## src/rtl/pixel_pkg.sv

```systemverilog
// Shared pixel-pipeline constants and the window tap-index helper.
// Frame geometry defaults here must match the line-buffer depth upstream.
package pixel_pkg;

   localparam int unsigned DATA_W     = 8;
   localparam int unsigned LINE_W     = 64;
   localparam int unsigned NUM_LINES  = 64;
   localparam int unsigned WIN_TAPS   = 9;
   localparam int unsigned CENTER_TAP = 4;
   localparam int unsigned CNT_W      = 6;

   typedef logic [CNT_W-1:0] pos_t;

   function automatic int unsigned tap(input int unsigned r, input int unsigned c);
      return 3 * r + c;
   endfunction

endpackage

```

## src/rtl/window_shift_row.sv

```systemverilog
// Three-tap pixel shift register; tap 0 holds the oldest pixel, tap 2 the newest.
module window_shift_row #(
   parameter int unsigned DATA_W = pixel_pkg::DATA_W
) (
   input  logic                clk,
   input  logic                rst,
   input  logic                en,
   input  logic [DATA_W-1:0]   din,
   output logic [3*DATA_W-1:0] taps
);

   always_ff @(posedge clk or negedge rst) begin
      if (!rst) begin
         taps <= '0;
      end else if (en) begin
         taps <= {din, taps[3*DATA_W-1:DATA_W]};
      end
   end

endmodule

```

## src/rtl/window_3x3.sv

```systemverilog
// 3x3 sliding window over a raster stream fed by two line buffers; emits a registered
// window with a valid pulse whenever all nine taps lie inside the frame.
module window_3x3
   import pixel_pkg::*;
#(
   parameter int unsigned DATA_W    = pixel_pkg::DATA_W,
   parameter int unsigned LINE_W    = pixel_pkg::LINE_W,
   parameter int unsigned NUM_LINES = pixel_pkg::NUM_LINES
) (
   input  logic                       clk,
   input  logic                       rst,
   input  logic                       en,
   input  logic                       sof,
   input  logic [DATA_W-1:0]          pix_in,
   input  logic [DATA_W-1:0]          line1_in,
   input  logic [DATA_W-1:0]          line2_in,
   output logic [WIN_TAPS*DATA_W-1:0] win_out,
   output logic                       win_valid,
   output logic [CNT_W-1:0]           row_idx,
   output logic [CNT_W-1:0]           col_idx,
   output logic                       eof
);

   if (LINE_W < 3 || LINE_W > 64) begin : g_bad_line_w
      $error("window_3x3: LINE_W must be in 3..64");
   end
   if (NUM_LINES < 3 || NUM_LINES > 64) begin : g_bad_num_lines
      $error("window_3x3: NUM_LINES must be in 3..64");
   end

   localparam pos_t ColLast = pos_t'(LINE_W - 1);
   localparam pos_t RowLast = pos_t'(NUM_LINES - 1);
   localparam pos_t PosOne  = pos_t'(1);
   localparam pos_t PosTwo  = pos_t'(2);

   pos_t col_q, row_q, col_d, row_d;
   pos_t cur_col, cur_row;
   logic in_frame, frame_end;

   logic [3*DATA_W-1:0] row_taps [3];

   window_shift_row #(.DATA_W(DATA_W)) u_row_top (
      .clk  (clk),
      .rst  (rst),
      .en   (en),
      .din  (line2_in),
      .taps (row_taps[0])
   );

   window_shift_row #(.DATA_W(DATA_W)) u_row_mid (
      .clk  (clk),
      .rst  (rst),
      .en   (en),
      .din  (line1_in),
      .taps (row_taps[1])
   );

   window_shift_row #(.DATA_W(DATA_W)) u_row_bot (
      .clk  (clk),
      .rst  (rst),
      .en   (en),
      .din  (pix_in),
      .taps (row_taps[2])
   );

   // The shift rows are already registered, so the window is read straight from them.
   for (genvar r = 0; r < 3; r++) begin : g_win_row
      for (genvar c = 0; c < 3; c++) begin : g_win_col
         assign win_out[DATA_W*tap(r, c) +: DATA_W] = row_taps[r][DATA_W*c +: DATA_W];
      end
   end

   // sof overrides whatever the counters hold, including a coincident wrap.
   always_comb begin
      cur_col   = sof ? '0 : col_q;
      cur_row   = sof ? '0 : row_q;
      col_d     = col_q;
      row_d     = row_q;
      in_frame  = (cur_row >= PosTwo) && (cur_col >= PosTwo);
      frame_end = (cur_row == RowLast) && (cur_col == ColLast);
      if (en) begin
         if (cur_col == ColLast) begin
            col_d = '0;
            row_d = (cur_row == RowLast) ? '0 : cur_row + PosOne;
         end else begin
            col_d = cur_col + PosOne;
            row_d = cur_row;
         end
      end
   end

   always_ff @(posedge clk or negedge rst) begin
      if (!rst) begin
         col_q <= '0;
         row_q <= '0;
      end else begin
         col_q <= col_d;
         row_q <= row_d;
      end
   end

   always_ff @(posedge clk or negedge rst) begin
      if (!rst) begin
         win_valid <= 1'b0;
         eof       <= 1'b0;
         row_idx   <= '0;
         col_idx   <= '0;
      end else begin
         win_valid <= 1'b0;
         eof       <= 1'b0;
         if (en) begin
            win_valid <= in_frame;
            eof       <= frame_end;
            row_idx   <= cur_row - PosOne;
            col_idx   <= cur_col - PosOne;
         end
      end
   end

endmodule

```

## config.mk

```make
export PLATFORM = sky130hd
export DESIGN_NAME = window_3x3
export DESIGN_NICKNAME = d
export VERILOG_FILES = /design/src/rtl/pixel_pkg.sv /design/src/rtl/window_shift_row.sv /design/src/rtl/window_3x3.sv
export SDC_FILE = /design/constraint.sdc
export NUM_CORES = 1
export LEC_CHECK = 0
export BUFFER_PORTS_ARGS = -buffer_cell sky130_fd_sc_hd__buf_2
export CAP_MARGIN = 5
export CELL_PAD_IN_SITES_DETAIL_PLACEMENT = 0
export CELL_PAD_IN_SITES_GLOBAL_PLACEMENT = 1
export CORE_MARGIN = 1.5
export CORE_UTILIZATION = 45
export DETAILED_ROUTE_END_ITERATION = 10
export GPL_ROUTABILITY_DRIVEN = 0
export PLACE_DENSITY_LB_ADDON = 0.1
export SLEW_MARGIN = 0
export SYNTH_ARGS = -nofsm -noshare
export SYNTH_HDL_FRONTEND = slang
export SYNTH_SLANG_ARGS = --single-unit
```

## constraint.sdc

```tcl
create_clock -name clk -period 5.9 [get_ports clk]
set_clock_uncertainty 0.2 [all_clocks]
set_input_delay 0.59 -clock clk [delete_from_list [all_inputs] [get_ports clk]]
set_output_delay 0.59 -clock clk [all_outputs]
set_load 0.005 [all_outputs]
```

==> key figures, run 1 <==
Run status
  – Outcome: finished, violations left
  – Failing checks: design-rule violations

CTS
  – Post-CTS sizing: 0
  – CTS sink cnt: 98
  – CTS tree: built
  – H-Tree Depth: 3
  – Root Buffer: clkbuf_8
  – Skew-Pair Late Insertion Delay: 0.37 ns
  – Longest Clk Path Bufs: 2
  – Reg clk slew, reported paths: 0.11 ns
  – TritonCTS buffer count: 9

Routing
  – DRT iter0 DRCs: 101
  – Routed Antenna Nets: 0
  – DRC: 10
  – Vias per cell: 5.19
  – Routed via count: 2,738
  – Initial DRT Pass Iterations: 8
  – WL final: 8140 um
  – Wire per inst: 15.4 um

Critical path
  – CP Launch Point: sof
  – R2R Path End: row_q[5]
  – Worst-path cell chain: buf_2 > clkinv_1 > nand2_1 > inv_1 > ha_1 > and4_1 > and2_1 > nor4b_1 > a221o_1
  – Crit path required time: 6.01 ns
  – Critical Path AT: 2.78 ns
  – Critical Path Slowest Stage Cell: clkinv_1
  – WP buf/inv: 3
  – CP Max Fanout: 23
  – RR Startpoint: col_q[1]
  – CP endpoint: col_q[5]
  – CP Depth: 9
  – Critical path's largest stage delay: 0.36 ns
  – Critical setup path kind: input pin to flip-flop
  – Critical path startpoint category: input pin
  – Worst reg-to-reg setup slack: 3.57 ns
  – CP delay by family, top: simple AND/OR/NAND/NOR gates
  – Crit. End Element: flip-flop
  – Path depth of the worst reg2reg path: 6

GRT
  – Largest net degree at the start of global routing: 76
  – GR Overflow Total: 0
  – GRT Total Usage: 0.175
  – First-pass GRT wire length: 13,400 um
  – Number of global-route vias before repair: 2,621
  – Antenna violations before repair: 0

Floorplan
  – Die width: 98.9 um
  – Top Ports: 114
  – Area of the core: 8810 sq um
  – Die Y: 98.9 um
  – Initial Util: 0.470
  – Floorplan row count: 34
  – Die area: 9790 sq um

Pwr
  – PwrDens: 300 nW/um^2
  – Leakage: 2.28 nW
  – Peak supply drop: 0.117 mV

STA
  – F_max: 374 MHz
  – Final setup TNS: 0 ns
  – Hold Worst Slack: 0.238 ns
  – RSZ-0062 raised after global routing: no
  – Max Slew Vio Count: 0
  – Minimum clock period: 2.67 ns
  – Final Hold Vio Count: 0
  – Slew headroom: 0.373
  – Slew @ Worst Pin: 0.940 ns
  – Final setup viols: 0
  – Period utilization: 0.453

Synthesis
  – Syn Area/Cell: 13.4 sq um
  – #FFs+latches synth: 98
  – Distinct cell type count after synthesis: 39
  – Largest cells by area after synthesis: dfrtp_1, mux2_2, ha_1
  – Dominant cell type by area after synthesis: dfrtp_1
  – Sequential element share of the synthesized area: 0.592
  – Post-Syn Area: 4140 sq um
  – Top-area cell type share of the netlist area: 0.592
  – Cells after synthesis: 309
  – Synthesized net count: 343
  – Yosys warns: 0

Placement
  – Dpl hpwl: 5370 um
  – PortBufs: 113

Cells and area
  – Post-layout util: 0.563
  – Nets: 449
  – Synthesis-to-finish area growth: 19.7%
  – Share of cells above drive strength 1: 0.500
  – Number of diodes: 0

Flow run
  – Max Cap Viol: 0

Worst hold path
  – Worst hold path type: input pin to flip-flop
-- cell families (layout without fill, tap and decap cells) --
group	count (synthesis)	after routing	synth area share
adders and majority gates	6	6	0.0181
buffers and inverters	28	139	0.0305
DFF	98	98	0.592
muxes	77	77	0.209
AOI/OAI and AO/OA	35	35	0.0574
xor gates and xnor gates	6	6	0.0127
and+or+nand+nor	59	59	0.0804
-- placed cells by master, fill, tap and decap left out, types with 2 or more instances in the layout --
| cell | instances |
|---|---|
| mux2i_1 | 2 |
| nor2b_1 | 7 |
| clkbuf_8 | 10 |
| clkinv_1 | 2 |
| ha_1 | 6 |
| nor2_1 | 13 |
| nor2_2 | 2 |
| inv_6 | 4 |
| a21oi_1 | 8 |
| nand2_1 | 9 |
| a221o_1 | 4 |
| a31oi_1 | 6 |
| o2bb2ai_1 | 3 |
| o21ai_0 | 7 |
| a22oi_1 | 2 |
| and3_1 | 2 |
| dfrtp_1 | 98 |
| inv_1 | 5 |
| or4_4 | 2 |
| mux2_2 | 75 |
| nand3_1 | 5 |
| buf_2 | 111 |
| buf_4 | 4 |
| xnor2_1 | 6 |
| nor4b_1 | 2 |
| and2_1 | 2 |
| nor3_1 | 8 |
-- cells in the mapped netlist (all sizes together) --
cell type / count
a41oi: 1
and4: 1
mux2i: 2
a31oi: 6
mux2: 75
nand3: 6
nand4: 1
ha: 6
nor2b: 7
nor4b: 2
o2bb2ai: 3
buf: 16
nor2: 15
nor3b: 1
clkinv: 2
o311a: 1
a211o: 1
o41ai: 1
a22oi: 2
nor3: 8
xnor2: 6
dfrtp: 98
a21o: 1
a21oi: 8
inv: 5
and4b: 1
and2: 2
or4: 3
a221o: 4
clkbuf: 5
o21ai: 7
nor4: 1
and3: 2
nand2: 9
-- sequential cells by signal (all words and copies together) (netlist names) --
| signal | count |
|---|---|
| u_row_mid.taps | 24 |
| u_row_top.taps | 24 |
| eof | 1 |
| win_valid | 1 |
| col_idx | 6 |
| u_row_bot.taps | 24 |
| row_q | 6 |
| col_q | 6 |
| row_idx | 6 |
-- through the flow --
step	instances	cell area, sq um	setup WS, ns	power (mW)
finish	528	4960	3.23	1.49
global placement	511	4760	2.94	1.08
floorplan	309	4140	3.52	0.959
detailed placement	511	4760	2.90	1.09
global route	528	4960	2.99	1.58
CTS	528	4960	3.27	1.51
-- power breakdown --
group | leakage (nW) | switching, mW | total [mW] | internal (mW)
logic | 1.04 | 0.112 | 0.258 | 0.145
clock network | 0.0914 | 0.246 | 0.417 | 0.171
registers | 1.15 | 0.0566 | 0.814 | 0.758
total | 2.28 | 0.415 | 1.49 | 1.07
-- how the worst min path moves through the flow --
stage,startpoint,endpoint,slack (ns),depth (start not counted)
floorplan,rst,col_idx[0],0.09,0
CTS,line1_in[1],u_row_mid.taps[17],0.22,2
detailed placement,u_row_top.taps[2],u_row_top.taps[2],0.29,1
global route,line1_in[1],u_row_mid.taps[17],0.22,2
finish,line1_in[1],u_row_mid.taps[17],0.24,2
global placement,u_row_mid.taps[3],u_row_mid.taps[3],0.28,1
-- area by class of cell --
class / count / area, sq um
clock buffer: 11 / 141
clock inverter: 5 / 42.5
fill: 765 / 3850
inverter: 7 / 26.3
multi-input combinational: 183 / 1560
sequential: 98 / 2450
tap: 108 / 135
timing repair buffer: 116 / 596
-- metal layers --
layer  vias to the layer above  share of wire  track usage  routed length [um]
met3                        10          0.064       0.0454                 523
met1                      1331           0.48        0.251                3880
met4                         0          0.016       0.0736                 131
li1                       1314              -            -                   -
met2                        83           0.44        0.254                3600
met5                         -              0            0                   0
-- worst register-to-register path: stages, from the launching register on --
cell	delay [ns]
dfrtp_1	0.43
nor2b_1	0.26
ha_1	0.27
and4_1	0.40
nand3_4	0.13
or4_1	0.49
nand2_1	0.08
-- what timing repair did --
item,4_1_cts,5_1_grt
hold buffers,1,0
hold endpoints to repair,23,0
buffers inserted,0,0
(Power assumes the default switching activity.)
==> run 2, diff against run 1 <==
--- a/config.mk
+++ b/config.mk
@@ -5,12 +5,13 @@
 export SDC_FILE = /design/constraint.sdc
 export NUM_CORES = 1
 export LEC_CHECK = 0
+export ABC_AREA = 1
 export BUFFER_PORTS_ARGS = -buffer_cell sky130_fd_sc_hd__buf_2
 export CAP_MARGIN = 5
 export CELL_PAD_IN_SITES_DETAIL_PLACEMENT = 0
 export CELL_PAD_IN_SITES_GLOBAL_PLACEMENT = 1
 export CORE_MARGIN = 1.5
-export CORE_UTILIZATION = 45
+export CORE_UTILIZATION = 35
 export DETAILED_ROUTE_END_ITERATION = 10
 export GPL_ROUTABILITY_DRIVEN = 0
 export PLACE_DENSITY_LB_ADDON = 0.1
==> constraint.sdc (replaced) <==
create_clock -name clk -period 2.2 [get_ports clk]
set_clock_uncertainty 0.2 [all_clocks]
set_input_delay 0.22 -clock clk [delete_from_list [all_inputs] [get_ports clk]]
set_output_delay 0.22 -clock clk [all_outputs]
set_load 0.005 [all_outputs]
==> key figures, run 2 <==
Routing
  – DRC: 4
  – Wire per inst: 12.6 um
  – Initial DRT Pass Iterations: 7
  – Routed Antenna Nets: 0
  – DRT iter0 DRCs: 145
  – Vias per cell: 4.53
  – WL final: 9600 um
  – Routed via count: 3,456

Pwr
  – Psw: 1.09 mW
  – PwrDens: 767 nW/um^2
  – Switch share: 0.261
  – Reg power frac: 0.503
  – Pint: 3.08 mW
  – Comb power frac: 0.145
  – Peak supply drop: 0.278 mV
  – Clock power frac: 0.352
  – Leakage: 3.01 nW

STA
  – Max Slew Vio Count: 0
  – F_max: 555 MHz
  – Final Hold Vio Count: 0
  – Slew headroom: 0.718
  – Period utilization: 0.819
  – Slew @ Worst Pin: 0.422 ns
  – Final setup TNS: 0 ns
  – Minimum clock period: 1.80 ns
  – Final setup viols: 0
  – RSZ-0062 raised after global routing: no

GRT
  – Antenna violations before repair: 0
  – GRT Total Usage: 0.163
  – GR Overflow Total: 0
  – Number of global-route vias before repair: 3,398
  – First-pass GRT wire length: 16,500 um
  – Largest net degree at the start of global routing: 94

Floorplan
  – Initial Util: 0.363
  – Die Y: 112 um
  – Die width: 112 um
  – Area of the core: 11,500 sq um
  – Die area: 12,600 sq um
  – Top Ports: 114
  – Floorplan row count: 39

Placement
  – PortBufs: 113
  – Dpl cells: 723
  – Dpl hpwl: 6490 um

Critical path
  – CP Max Fanout: 8
  – Crit path required time: 2.22 ns
  – Critical path's largest stage delay: 0.37 ns
  – Critical setup path kind: flip-flop to flip-flop
  – Critical Path AT: 1.82 ns
  – Worst-path cell chain: inv_1 > nor2_2 > ha_1 > nand2_1 > inv_1 > nand2_4 > nor2_8 > nor2_1 > o22ai_1 > nand2_1
  – Crit. End Element: flip-flop
  – Critical Path Slowest Stage Cell: dfrtp_1
  – Critical path startpoint category: flip-flop
  – Path depth of the worst reg2reg path: 10

Cells and area
  – Commonest cells after routing, fill and taps aside: nand2_1, buf_2, dfrtp_1
  – Commonest non-fill, non-tap cell in the layout: nand2_1
  – Post-Layout Cell Count: 763
  – Nets: 650
  – Fillers: 1,171
  – Largest regs: u_row_bot.taps: 24 flops, u_row_mid.taps: 24 flops, u_row_top.taps: 24 flops
  – Post-layout util: 0.472
  – Synthesis-to-finish area growth: 30.1%
  – Number of diodes: 0
  – Share of cells above drive strength 1: 0.250

Synthesis
  – Top-area cell type share of the netlist area: 0.586
  – #FFs+latches synth: 98
  – Synth cell count leaders: nand2_1, dfrtp_1, nor2_1
  – Cells after synthesis: 482
  – Distinct cell type count after synthesis: 33
  – Dominant cell type by area after synthesis: dfrtp_1
  – Largest cells by area after synthesis: dfrtp_1, nand2_1, nor2_1
  – Dominant cell by count in the synthesized netlist: nand2_1
  – Top_reg_cell synth: dfrtp_1
  – Sequential element share of the synthesized area: 0.586
  – Synthesized net count: 516
  – Asr flop ratio synth: 1.00
  – Post-Syn Area: 4180 sq um
  – Yosys warns: 0
  – Number of synthesized flops with an enable pin: 0
  – Syn Area/Cell: 8.68 sq um

Flow run
  – Max Cap Viol: 0

CTS
  – Post-CTS sizing: 0
  – Root Buffer: clkbuf_16
  – Reg clk slew, reported paths: 0.06 ns
  – TritonCTS buffer count: 9
  – H-Tree Depth: 3
  – CTS sink cnt: 98
  – CTS tree: built
  – Skew-Pair Late Insertion Delay: 0.34 ns
  – Longest Clk Path Bufs: 2

Worst hold path
  – Worst hold path type: input pin to async pin

Run status
  – Failing checks: design-rule violations
  – Outcome: finished, violations left
==> run 2: kinds of logic (layout without fill, tap and decap cells) <==
group,count (synthesis),after routing,share of synthesized area
buffers and inverters,43,181,0.0452
AO/OA/AOI/OAI,30,30,0.0404
adder cells (fa/ha/maj),6,6,0.0179
XOR/XNOR,5,5,0.0105
flip-flops,98,98,0.586
AND/OR/NAND/NOR,300,300,0.300
==> run 2: worst max-delay path: cells and delay by family, from the launching register on <==
family	cells	cell delay, ns
simple gates	6	0.61
compound gates	1	0.15
fa+ha+maj	1	0.19
flops	1	0.37
buf+inv	2	0.17
==> run 2: layout make-up <==
class / count / area [sq um] / area share
sequential: 98 / 2450 / 0.451
multi-input combinational: 341 / 1540 / 0.283
timing repair buffer: 143 / 893 / 0.164
clock buffer: 11 / 253 / 0.0465
tap: 143 / 179 / 0.0329
inverter: 23 / 93.8 / 0.0172
clock inverter: 4 / 27.5 / 0.00506
==> run 2: final timing paths <==
| path | endpoint | slack, ns | start |
|---|---|---|---|
| max | row_q[1] | 0.40 | col_q[1] |
| min | row_idx[5] | 0.11 | rst |
| max reg2reg | row_q[1] | 0.40 | col_q[1] |
| min reg2reg | u_row_bot.taps[1] | 0.27 | u_row_bot.taps[1] |
| max in group asynchronous | u_row_mid.taps[12] | 1.05 | rst |
| min in group clk | u_row_bot.taps[2] | 0.17 | en |
==> run 2: power by group through the flow <==
stage	clock, mW	combinational [mW]	sequential, mW
floorplan	0	0.258	2.14
global placement	0	0.585	2.13
detailed placement	0	0.588	2.13
CTS	1.53	0.624	2.10
global route	1.60	0.696	2.13
finish	1.47	0.605	2.10
==> run 2: stage by stage <==
stage	hold slack, ns	power (mW)	setup WS [ns]	cell area (sq um)
6_report	0.111	4.17	0.399	5440
5_1_grt	0.140	4.42	0.145	5440
4_1_cts	0.119	4.25	0.399	5440
3_5_place_dp	-0.0711	2.72	0.308	4910
3_3_place_gp	-0.0679	2.71	0.354	4910
2_1_floorplan	-0.276	2.40	0.580	4180
==> run 2: what timing repair did <==
| action | CTS | global route |
|---|---|---|
| endpoints found under the hold margin | 122 | 0 |
| hold buffers | 25 | 0 |
| setup buffers | 0 | 0 |
| endpoints found under the setup margin | 0 | 0 |
==> run 2: routing by layer <==
metal,vias up,GRT usage,part of all wire
li1,1762,-,-
met1,1590,0.215,0.47
met2,89,0.262,0.46
met3,15,0.0432,0.059
met4,0,0.0591,0.017
met5,-,0,0
